**src/rtl/lzw_reverse_deframer.sv**
```systemverilog
// Receive deframer: parses GMII frames into 14-bit LZW codes and flags each frame good or bad.
// Define LZW_DEFRAME_CHK_EN to verify the trailing XOR checksum byte.
`timescale 1ns/1ps
module lzw_reverse_deframer #(
  parameter int PRE_MIN   = 5,
  parameter int MAX_CODES = 736
) (
  input  logic        I_sys_clk,
  input  logic        I_sys_rst,
  input  logic [7:0]  I_gmii_rxd,
  input  logic        I_gmii_rxdv,
  input  logic        I_gmii_rxerr,
  output logic [13:0] O_compress_data,
  output logic        O_compress_data_en,
  output logic        O_frame_sop,
  output logic        O_frame_eop,
  output logic        O_frame_err,
  output logic [15:0] O_good_cnt,
  output logic [15:0] O_bad_cnt
);

  typedef enum logic [3:0] {
    IDLE, PRE, LEN_H, LEN_L, CODE_H, CODE_L, CHK, TAIL, DROP
  } state_t;

  localparam logic [3:0]  PRE_MIN_C   = 4'(PRE_MIN);
  localparam logic [15:0] MAX_CODES_C = 16'(MAX_CODES);

  state_t      state;
  logic [3:0]  pre_cnt;
  logic [7:0]  len_hi;
  logic [5:0]  code_hi;
  logic [15:0] remaining;
  logic        err;
  logic        first_code;
  logic        armed;
  logic [15:0] good_cnt;
  logic [15:0] bad_cnt;
  logic [15:0] len_word;
  logic        err_in;
  logic        in_body;
  logic        chk_bad;

  assign len_word   = {len_hi, I_gmii_rxd};
  assign err_in     = err | I_gmii_rxerr;
  assign in_body    = (state inside {LEN_H, LEN_L, CODE_H, CODE_L, CHK});
  assign O_good_cnt = good_cnt;
  assign O_bad_cnt  = bad_cnt;

  function automatic logic [15:0] sat_inc(input logic [15:0] v);
    return (v == 16'hFFFF) ? v : v + 16'd1;
  endfunction

`ifdef LZW_DEFRAME_CHK_EN
  logic [7:0] chk_acc;

  // Running XOR of every byte from LEN_H through the last code byte
  always_ff @(posedge I_sys_clk) begin
    if (I_sys_rst)
      chk_acc <= '0;
    else if (state == LEN_H)
      chk_acc <= I_gmii_rxd;
    else if (state inside {LEN_L, CODE_H, CODE_L})
      chk_acc <= chk_acc ^ I_gmii_rxd;
  end

  assign chk_bad = (chk_acc != I_gmii_rxd);
`else
  assign chk_bad = 1'b0;
`endif

  always_ff @(posedge I_sys_clk) begin
    if (I_sys_rst) begin
      state              <= IDLE;
      pre_cnt            <= '0;
      len_hi             <= '0;
      code_hi            <= '0;
      remaining          <= '0;
      err                <= 1'b0;
      first_code         <= 1'b0;
      armed              <= 1'b0;
      good_cnt           <= '0;
      bad_cnt            <= '0;
      O_compress_data    <= '0;
      O_compress_data_en <= 1'b0;
      O_frame_sop        <= 1'b0;
      O_frame_eop        <= 1'b0;
      O_frame_err        <= 1'b0;
    end else begin
      O_compress_data_en <= 1'b0;
      O_frame_sop        <= 1'b0;
      O_frame_eop        <= 1'b0;
      O_frame_err        <= 1'b0;
      // A frame already in progress when reset lifted must not be picked up mid-way
      if (!I_gmii_rxdv)
        armed <= 1'b1;

      if (in_body && !I_gmii_rxdv) begin
        O_frame_eop <= 1'b1;
        O_frame_err <= 1'b1;
        bad_cnt     <= sat_inc(bad_cnt);
        state       <= IDLE;
      end else begin
        case (state)
          IDLE: begin
            if (I_gmii_rxdv) begin
              if (armed && I_gmii_rxd == 8'h55) begin
                state   <= PRE;
                pre_cnt <= 4'd1;
              end else begin
                state <= DROP;
              end
            end
          end
          PRE: begin
            if (!I_gmii_rxdv) begin
              state <= IDLE;
            end else if (I_gmii_rxd == 8'h55) begin
              if (pre_cnt != 4'hF)
                pre_cnt <= pre_cnt + 4'd1;
            end else if (I_gmii_rxd == 8'hD5 && pre_cnt >= PRE_MIN_C) begin
              state      <= LEN_H;
              err        <= 1'b0;
              first_code <= 1'b1;
            end else begin
              state <= DROP;
            end
          end
          LEN_H: begin
            len_hi <= I_gmii_rxd;
            err    <= err_in;
            state  <= LEN_L;
          end
          LEN_L: begin
            if (len_word == 16'd0 || len_word > MAX_CODES_C) begin
              O_frame_eop <= 1'b1;
              O_frame_err <= 1'b1;
              bad_cnt     <= sat_inc(bad_cnt);
              state       <= DROP;
            end else begin
              remaining <= len_word;
              err       <= err_in;
              state     <= CODE_H;
            end
          end
          CODE_H: begin
            code_hi <= I_gmii_rxd[5:0];
            err     <= err_in | (I_gmii_rxd[7:6] != 2'b00);
            state   <= CODE_L;
          end
          CODE_L: begin
            O_compress_data    <= {code_hi, I_gmii_rxd};
            O_compress_data_en <= 1'b1;
            O_frame_sop        <= first_code;
            first_code         <= 1'b0;
            err                <= err_in;
            remaining          <= remaining - 16'd1;
            state              <= (remaining == 16'd1) ? CHK : CODE_H;
          end
          CHK: begin
            err   <= err_in | chk_bad;
            state <= TAIL;
          end
          TAIL: begin
            if (I_gmii_rxdv) begin
              err <= 1'b1;
            end else begin
              O_frame_eop <= 1'b1;
              O_frame_err <= err_in;
              if (err_in)
                bad_cnt <= sat_inc(bad_cnt);
              else
                good_cnt <= sat_inc(good_cnt);
              state <= IDLE;
            end
          end
          DROP: begin
            if (!I_gmii_rxdv)
              state <= IDLE;
          end
          default: state <= IDLE;
        endcase
      end
    end
  end

endmodule

```
**config.mk**
```make
export PLATFORM = sky130hd
export DESIGN_NAME = lzw_reverse_deframer
export DESIGN_NICKNAME = d
export VERILOG_FILES = /design/src/rtl/lzw_reverse_deframer.sv
export SDC_FILE = /design/constraint.sdc
export NUM_CORES = 1
export LEC_CHECK = 0
export BUFFER_PORTS_ARGS = -buffer_cell sky130_fd_sc_hd__buf_2
export CORE_MARGIN = 2
export CORE_UTILIZATION = 52
export CTS_CLUSTER_SIZE = 30
export DETAILED_ROUTE_END_ITERATION = 10
export MAX_ROUTING_LAYER = met4
export PLACE_DENSITY = 0.77
export SETUP_SLACK_MARGIN = 0.15
export SLEW_MARGIN = 20
export SYNTH_ARGS = -nofsm -noshare
export SYNTH_HDL_FRONTEND = slang
export SYNTH_SLANG_ARGS = --single-unit
```
**constraint.sdc**
```tcl
create_clock -name I_sys_clk -period 2.2 [get_ports I_sys_clk]
set_input_delay 0 -clock I_sys_clk [delete_from_list [all_inputs] [get_ports I_sys_clk]]
set_output_delay 0 -clock I_sys_clk [all_outputs]
set_load 0.01 [all_outputs]
```
==> flow_summary_export.csv, run 1 <==
group,metric,value,unit
power,p_int,2.133,mW
power,power_leakage,2.437,nW
timing,fmax,488.6,MHz
power,p_sw,0.7730,mW
synth,synth_xor_area_share,2.712,%
floorplan,die_y,100.5,um
drt,drt_first_iter_violations,372,
timing,rsz0062_at_grt,"yes",
synth,ys_seq_area_share,37.60,%
final_layout,drive_gt1_share,24.60,%
setup_path,crit_required,2520,ps
timing,setup_ws,153.5,ps
timing,tightest_slew,654.9,ps
run_status,status,"finished clean",
clock_network,ctsLongestPathBuffers,2,
final_layout,nets,697,
clock_network,insertion_delay,380,ps
floorplan,die_x,100.5,um
placed_design,gp_congestion,0.8929,
clock_network,cts-root-buf,"clkbuf_8",
floorplan,rows,35,
global_route,grt_antenna_before_repair,0,
floorplan,coreArea,0.009153,mm2
clock_network,path_clk_slew,100,ps
synth,synthArstFlopShare,0,%
setup_path,cp_max_fo,30,
final_layout,antennaDiodeCount,0,
placed_design,dp_hpwl,8955,um
drt,first_pass_iters,5,
clock_network,cts_inserted_buffers,9,
power,switching_share,26.60,%
synth,ys.flop_type,"dfxtp_1",
global_route,grt_usage,27.00,%
drt,ant_nets,0,
final_layout,final_cells,794,
placed_design,io_buffers,61,
floorplan,die_area,0.01010,mm2
timing,setup_viol,0,
synth,synth_compound_area_share,15.60,%
timing,fin_worst_skew,12.99,ps
global_route,grt_pass1_vias,4370,
synth,yosys-top-cells-area,"dfxtp_1 (38%), nand2_1 (5.8%), nor2_1 (4.9%)",
timing,maxSlewViolCount,0,
clock_network,tritoncts,"yes",
global_route,grt_first_pass_wirelength,21290,um
global_route,grt_busiest_layer,"met2",
timing,finalCritPeriodShare,93.02,%
synth,yosys.area.top_type,"dfxtp_1",
setup_path,endpoint_kind,"flip-flop",
drt,routed_wl,13230,um
synth,synth_cell_types,66,
global_route,grt_start_max_net_pins,34,
drt,vias_per_cell,6.205,
synth,syn_area_per_cell,8.088,um2
synth,synth-simple-area-share,31.04,%
timing,hold_viol_final,0,
floorplan,start_util,52.93,%
timing,tns,0,ps
placed_design,preCtsSetupSlack,15.99,ps
timing,min_period,2046,ps
flow_run,drv_cap,0,
synth,synth_edf_count,0,
global_route,use_met2,41.56,%
setup_path,critPathKind,"reg2reg",
drt,vias,4927,
timing,fin_hold_ws,29.23,ps
synth,ys_ff_latch,91,
power,p_comb_share,5.5,%
synth,synth_top_area_share,37.60,%
global_route,use_met1,35.31,%
synth,syn_inst,599,
clock_network,clkSinkCount,91,
synth,ys.warnings.count,0,
setup_path,arrival,2360,ps
placed_design,dp.cells,766,
final_layout,final_common_cell,"dfxtp_1",
clock_network,h-tree-depth,3,
synth,syn_nets,618,
power,vdd_ir_drop_max,0.0003535,V
power,seqPwrFrac,56.9,%
global_route,grt.overflow.total,0,
floorplan,ios,62,
setup_path,startpoint_type,"flip-flop",
global_route,gr-usage-met3,4.438,%
synth,synthAdderAreaFrac,2.014,%
drt,drc,0,
synth,synthMuxAreaShare,5.966,%
final_layout,area_growth,20.95,%
drt,routedWlPerCell,16.66,um
power,powerDensity,496.0,mW/mm2
timing,slew_headroom,55.94,%
worst_hold_path,min_path_type,"in2reg",
power,pwr-share-clk,37.6,%
synth,synth_top_family_by_area,"simple AND/OR/NAND/NOR gates",
final_layout,layout_common_cells,"dfxtp_1 (82), nand2_1 (74), nor2_1 (63), buf_2 (61), buf_4 (41)",
synth,syn_area,0.004845,mm2
## metal layers
layer / part of all wire [%] / up-vias
met2: 48 / 183
met1: 43 / 2358
met4: 3.1 / 0
met3: 5.9 / 34
li1: - / 2352
met5: 0 / -
## cells by family (layout without fill, tap and decap cells)
kind of cell | Yosys count | count (layout)
xor+xnor | 15 | 15
simple gates | 287 | 287
fa+ha+maj | 8 | 8
compound gates | 111 | 111
flops | 91 | 91
mux | 28 | 28
buf+inv | 59 | 143
## path summary, 6_finish.rpt
check | startpoint | to | slack, ps | cells after the start
max | len_hi[0] | O_bad_cnt[7] | 150 | 6
min | I_gmii_rxd[0] | code_hi[0] | 30 | 4
max reg2reg | len_hi[0] | O_bad_cnt[7] | 150 | 6
min reg2reg | O_compress_data[13] | O_compress_data[13] | 450 | 2
## critical path, cell delays in order, from the launching register on
cell and delay, ps:
dfxtp_2 350, or4_4 490, nor4_4 190, nor3_2 90, buf_12 170, or4_4 530
a21oi_2 160
## synthesized netlist by cell type, types with 12 or more instances
| master | count |
|---|---|
| dfxtp_1 | 91 |
| nand2_1 | 75 |
| nor2_1 | 63 |
| a21oi_1 | 37 |
| nand3_1 | 36 |
| clkbuf_1 | 30 |
| mux2i_1 | 21 |
| nand4_1 | 20 |
| inv_1 | 17 |
| and3_1 | 14 |
| or4_1 | 13 |
| xor2_1 | 13 |
| nor4_1 | 12 |
## state kept, by name, summed over array words and instances, names as in the netlist, 4 cells and up
name and flops:
O_bad_cnt 16, O_compress_data 14, O_good_cnt 16, code_hi 6
len_hi 8, pre_cnt 4, remaining 16, state 4
## final cells by class
type | instances | area, um2
flip-flops and latches | 91 | 1833
multi-input cells | 449 | 2918
fillers | 793 | 3293
repair buffers | 110 | 723.2
clock buffers | 9 | 123.9
inverters | 17 | 63.81
well taps | 111 | 138.9
clock inverters | 7 | 58.81
## through the flow
stage	instance area, um2	total power, mW	util (%)
floorplan	4851	1.766	-
global placement	5440	1.831	59.44
detailed placement	5440	1.833	59.44
CTS	5685	2.917	62.12
global route	5859	3.014	64.02
finish	5859	2.906	64.02
## power by group through the flow
stage | logic (mW) | clock network (mW) | registers [mW]
after CTS | 0.153 | 1.11 | 1.65
after global placement | 0.141 | 0 | 1.69
after detailed placement | 0.143 | 0 | 1.69
after floorplan | 0.0771 | 0 | 1.69
final | 0.160 | 1.09 | 1.65
after global routing | 0.170 | 1.19 | 1.65
## timing repair
action / CTS / global route
buffers inserted: 0 / 7
hold endpoints to repair: 9 / 0
hold buffers: 5 / 0
setup endpoints to repair: 13 / 33
gates resized for setup: 3 / 30
pin swaps: 0 / 7
(Power assumes the default switching activity.)
==> run 2: changes to the inputs <==
--- a/config.mk
+++ b/config.mk
@@ -7,6 +7,8 @@
 export LEC_CHECK = 0
 export BUFFER_PORTS_ARGS = -buffer_cell sky130_fd_sc_hd__buf_2
+export CELL_PAD_IN_SITES_DETAIL_PLACEMENT = 2
+export CELL_PAD_IN_SITES_GLOBAL_PLACEMENT = 2
 export CORE_MARGIN = 2
-export CORE_UTILIZATION = 52
+export CORE_UTILIZATION = 31
 export CTS_CLUSTER_SIZE = 30
 export DETAILED_ROUTE_END_ITERATION = 10
==> constraint.sdc (replaced) <==
create_clock -name I_sys_clk -period 2.2 [get_ports I_sys_clk]
set_input_delay 0.33 -clock I_sys_clk [delete_from_list [all_inputs] [get_ports I_sys_clk]]
set_output_delay 0.33 -clock I_sys_clk [all_outputs]
set_load 0.01 [all_outputs]
==> run 2 against run 1 <==
Routed wire length increased by 47%. Fmax decreased by 2.5%. Sequential power about the same. Clock skew decreased by 7.2 ps. Critical path depth unchanged. Sequential share of layout area decreased by 2.2 points. Core utilization decreased by 23 points. Cell count increased by 15%. Largest power group unchanged. Total power increased by 19%. Die area increased by 65%. Clock-buffer cell count increased by 2. Combinational power increased by 12%.
==> flow_summary_export.csv, run 2 (synthesis gave the netlist of run 1 again) <==
group,metric,value,unit
setup_path,critPathKind,"reg2reg",
drt,first_pass_iters,5,
timing,setup_viol,0,
setup_path,slowest_delay,530,ps
final_layout,stdcell_area,0.006320,mm2
power,power_leakage,2.603,nW
timing,rsz0062_at_grt,"yes",
clock_network,insertion_delay,350,ps
drt,ant_nets,0,
clock_network,clkSinkCount,91,
final_layout,drive_gt1_share,28.73,%
drt,drc,0,
global_route,grt_usage,24.68,%
worst_hold_path,min_path_type,"in2reg",
timing,min_period,2098,ps
drt,drt_first_iter_violations,290,
drt,routed_wl,19490,um
clock_network,tritoncts,"yes",
placed_design,dp.cells,890,
clock_network,cts_inserted_buffers,9,
clock_network,h-tree-depth,3,
power,total_power,3.451,mW
placed_design,gp_congestion,0.8232,
placed_design,dpl-instance-area,0.005782,mm2
power,vdd_ir_drop_max,0.0003677,V
global_route,grt_antenna_before_repair,0,
drt,vias_per_cell,5.602,
timing,fin_worst_skew,5.743,ps
power,powerDensity,546.1,mW/mm2
final_layout,area_growth,30.45,%
setup_path,cp_slowest_cell,"or4_1",
floorplan,ios,62,
floorplan,die_y,129.0,um
final_layout,nets,717,
clock_network,ctsLongestPathBuffers,2,
final_layout,final_cells,914,
clock_network,path_clk_slew,70,ps
final_layout,antennaDiodeCount,0,
timing,tightest_slew,634.4,ps
timing,finalCritPeriodShare,95.36,%
global_route,grt_start_max_net_pins,31,
clock_network,cts-root-buf,"clkbuf_16",
setup_path,crit_required,2490,ps
floorplan,die_x,129.0,um
flow_run,drv_cap,0,
setup_path,startpoint_type,"flip-flop",
global_route,grt_first_pass_wirelength,31220,um
placed_design,dp_hpwl,13470,um
floorplan,rows,45,
timing,hold_viol_final,0,
floorplan,die_area,0.01664,mm2
final_layout,finish.utilization,41.42,%
placed_design,io_buffers,61,
timing,maxSlewViolCount,0,
run_status,status,"finished clean",
timing,slew_headroom,57.66,%
setup_path,endpoint_kind,"flip-flop",
floorplan,coreArea,0.01526,mm2
global_route,grt.overflow.total,0,
final_layout,layout_common_cells,"dfxtp_1 (85), nand2_1 (72), buf_4 (65), nor2_1 (62), buf_2 (61)",
global_route,grt_pass1_vias,5607,
final_layout,final_common_cell,"dfxtp_1",
timing,fmax,476.7,MHz
floorplan,start_util,31.75,%
drt,routedWlPerCell,21.33,um
setup_path,arrival,2390,ps
setup_path,cp_cell_sequence,"or4_4 -> nor4_4 -> nor3_2 -> buf_12 -> or4_1 -> a21oi_2",
drt,vias,5120,
timing,fin_hold_ws,335.3,ps
setup_path,cp_max_fo,30,
==> run 2: cell types whose count changed in the layout (fill, tap and decap cells not counted), moves of 3 or more <==
cell	change
buf_4	+24
clkbuf_16	+9
clkbuf_8	-8
dfxtp_2	-7
dlygate4sd3_1	-5
dfxtp_4	+4
dfxtp_1	+3
==> run 2: final timing paths <==
path / from / to / slack, ps / cells past startpoint
max: len_hi[0] / O_bad_cnt[7] / 100 / 6
min: I_sys_rst / pre_cnt[0] / 340 / 2
max reg2reg: len_hi[0] / O_bad_cnt[7] / 100 / 6
min reg2reg: O_compress_data[10] / O_compress_data[10] / 470 / 2
==> run 2: layout make-up <==
| class | count | area, um2 |
|---|---|---|
| Clock buffer | 11 | 242.7 |
| Clock inverter | 5 | 60.06 |
| Fill cell | 1719 | 8939 |
| Inverter | 17 | 63.81 |
| Multi-Input combinational cell | 449 | 2985 |
| Sequential cell | 91 | 1839 |
| Tap cell | 211 | 264.0 |
| Timing Repair Buffer | 130 | 864.6 |
==> run 2: per-stage QoR <==
step | TNS [ps] | setup slack [ps]
3_5_place_dp | -1790 | -172.3
3_3_place_gp | -638.8 | -112.0
5_1_grt | 0 | 20.27
2_1_floorplan | 0 | 121.4
6_report | 0 | 102.1
4_1_cts | 0 | 134.5
==> run 2: timing repair <==
action | in CTS | in global routing
resized for setup | 21 | 22
setup buffers | 5 | 3
pin swaps | 10 | 8
hold buffers | 0 | 0
setup endpoints to repair | 33 | 38
==> run 2: layer usage <==
layer	GRT usage (%)	vias up	share of wire (%)
met1	29.28	2614	43
met4	7.097	0	2.1
li1	-	2382	-
met3	4.707	32	2.9
met5	-	-	0
met2	42.67	92	52
==> run 2: where the power goes <==
group	switching (mW)	total, mW	internal (mW)
clock network	0.704	1.62	0.918
logic	0.121	0.180	0.0593
registers	0.00353	1.65	1.65
total	0.829	3.45	2.62
==> run 2: worst max-delay path: cells and delay by family (launching register included) <==
family	cells	cell delay, ps
compound gates	1	150
buf+inv	1	170
flops	1	330
simple gates	4	1380
==> run 3: changes to the inputs <==
- RECOVER_POWER: not set -> 100
==> run 3 against run 2 <==
Clock-buffer cell count stayed put. Total power is 0.13% lower. Register-to-register slack hardly changed. Critical path type unchanged.
==> flow_summary_export.csv, run 3 (synthesis gave the netlist of run 1 again) <==
group,metric,value,unit
run_status,status,"finished clean",
floorplan,rows,45,
final_layout,area_growth,27.12,%
clock_network,h-tree-depth,3,
setup_path,endpoint_kind,"flip-flop",
placed_design,io_buffers,61,
floorplan,die_x,129.0,um
global_route,grt_start_max_net_pins,31,
final_layout,regArea,0.001838,mm2
drt,top_layer,"met4",
global_route,grt_usage,24.68,%
global_route,grt_pass1_vias,5607,
timing,tns,0,ps
final_layout,layout_common_cells,"dfxtp_1 (86), nand2_1 (73), nor2_1 (62), clkbuf_1 (60), buf_4 (47)",
timing,slew_headroom,57.65,%
timing,hold_viol_final,0,
drt,routedWlPerCell,21.29,um
clock_network,ctsLongestPathBuffers,2,
drt,ant_nets,0,
setup_path,startpoint_type,"flip-flop",
timing,min_period,2097,ps
power,powerDensity,559.6,mW/mm2
final_layout,nets,717,
worst_hold_path,min_path_type,"in2reg",
timing,finalCritPeriodShare,95.32,%
floorplan,coreArea,0.01526,mm2
placed_design,gp_congestion,0.8232,
drt,vias,5151,
power,vdd_ir_drop_max,0.0003710,V
clock_network,insertion_delay,350,ps
final_layout,antennaDiodeCount,0,
drt,first_pass_iters,4,
drt,wl_met2,10040,um
setup_path,crit_required,2470,ps
drt,drt_first_iter_violations,296,
timing,fmax,476.9,MHz
timing,setup_viol,0,
power,p_sw,0.8261,mW
final_layout,fillers,1762,
global_route,grt_first_pass_wirelength,31220,um
placed_design,dp_hpwl,13470,um
final_layout,multi_input_area,0.002940,mm2
power,p_comb_share,5.1,%
floorplan,start_util,31.75,%
flow_run,drv_cap,0,
floorplan,die_y,129.0,um
final_layout,final_common_cell,"dfxtp_1",
setup_path,cp_max_fo,8,
drt,routed_wl,19460,um
setup_path,arrival,2370,ps
clock_network,tritoncts,"yes",
timing,tightest_slew,634.6,ps
power,seqPwrFrac,47.9,%
setup_path,critPathKind,"reg2reg",
clock_network,clkSinkCount,91,
timing,maxSlewViolCount,0,
drt,drc,0,
floorplan,ios,62,
clock_network,cts_inserted_buffers,9,
global_route,grt.overflow.total,0,
floorplan,die_area,0.01664,mm2
power,pwr-share-clk,47.0,%
drt,m1WireLength,8261,um
drt,wl_met3,794,um
final_layout,drive_gt1_share,19.06,%
timing,rsz0062_at_grt,"yes",
clock_network,cts-root-buf,"clkbuf_16",
power,power_leakage,2.344,nW
timing,fin_worst_skew,5.215,ps
clock_network,path_clk_slew,70,ps
global_route,grt_antenna_before_repair,0,
drt,vias_per_cell,5.636,
power,switching_share,23.97,%
power,p_int,2.620,mW
final_layout,finish.utilization,40.36,%
-- run 3: cell count changes in the layout (fill, tap and decap cells not counted), sizes merged --
cell / previous run / this run
buf: 130 / 64
clkbuf: 11 / 77
-- run 3: critical path, cell delays in order, from the launching register on --
cell	delay, ps
dfxtp_1	330
or4_4	490
nor4_4	260
clkbuf_1	190
or3_4	210
mux2_2	350
a31oi_1	180
-- run 3: layout make-up --
type	count	area share (%)
multi-input cells	449	47.74
flip-flops and latches	91	29.85
repair buffers	130	12.17
well taps	211	4.287
clock buffers	11	3.941
inverters	17	1.036
clock inverters	5	0.9752
-- run 3: final timing paths --
check	start	endpoint	slack, ps	depth (start not counted)
setup / recovery	len_hi[0]	remaining[4]	100	6
hold / removal	I_sys_rst	pre_cnt[0]	340	2
setup reg to reg	len_hi[0]	remaining[4]	100	6
hold reg to reg	O_compress_data[10]	O_compress_data[10]	470	2
-- run 3: repair_timing --
action,in CTS,in global routing
hold endpoints to repair,0,0
setup buffers,5,3
hold buffers,0,0
pin swaps,10,8
resized for setup,21,22
endpoints found under the setup margin,33,38
-- run 3: metal layers --
metal	track usage [%]	vias to the layer above
li1	-	2387
met1	29.28	2622
met2	42.67	115
met3	4.707	27
met4	7.097	0
met5	-	-
-- run 3: power groups by stage --
stage	registers, mW	clock network, mW	logic, mW
floorplan	1.69	0	0.0798
global placement	1.69	0	0.167
detailed placement	1.69	0	0.171
CTS	1.65	1.66	0.175
global route	1.65	1.73	0.191
finish	1.65	1.62	0.176
-- run 3: stage by stage --
stage	instances	power (mW)	setup WS (ps)	instance area, um2	hold WS, ps
detailed placement	890	1.861	-172.3	5782	459.4
global placement	890	1.857	-112.0	5782	444.5
global route	914	3.567	13.80	6158	345.3
CTS	911	3.484	134.5	6211	326.2
finish	914	3.446	103.0	6158	335.5
floorplan	599	1.769	121.4	4902	430.7
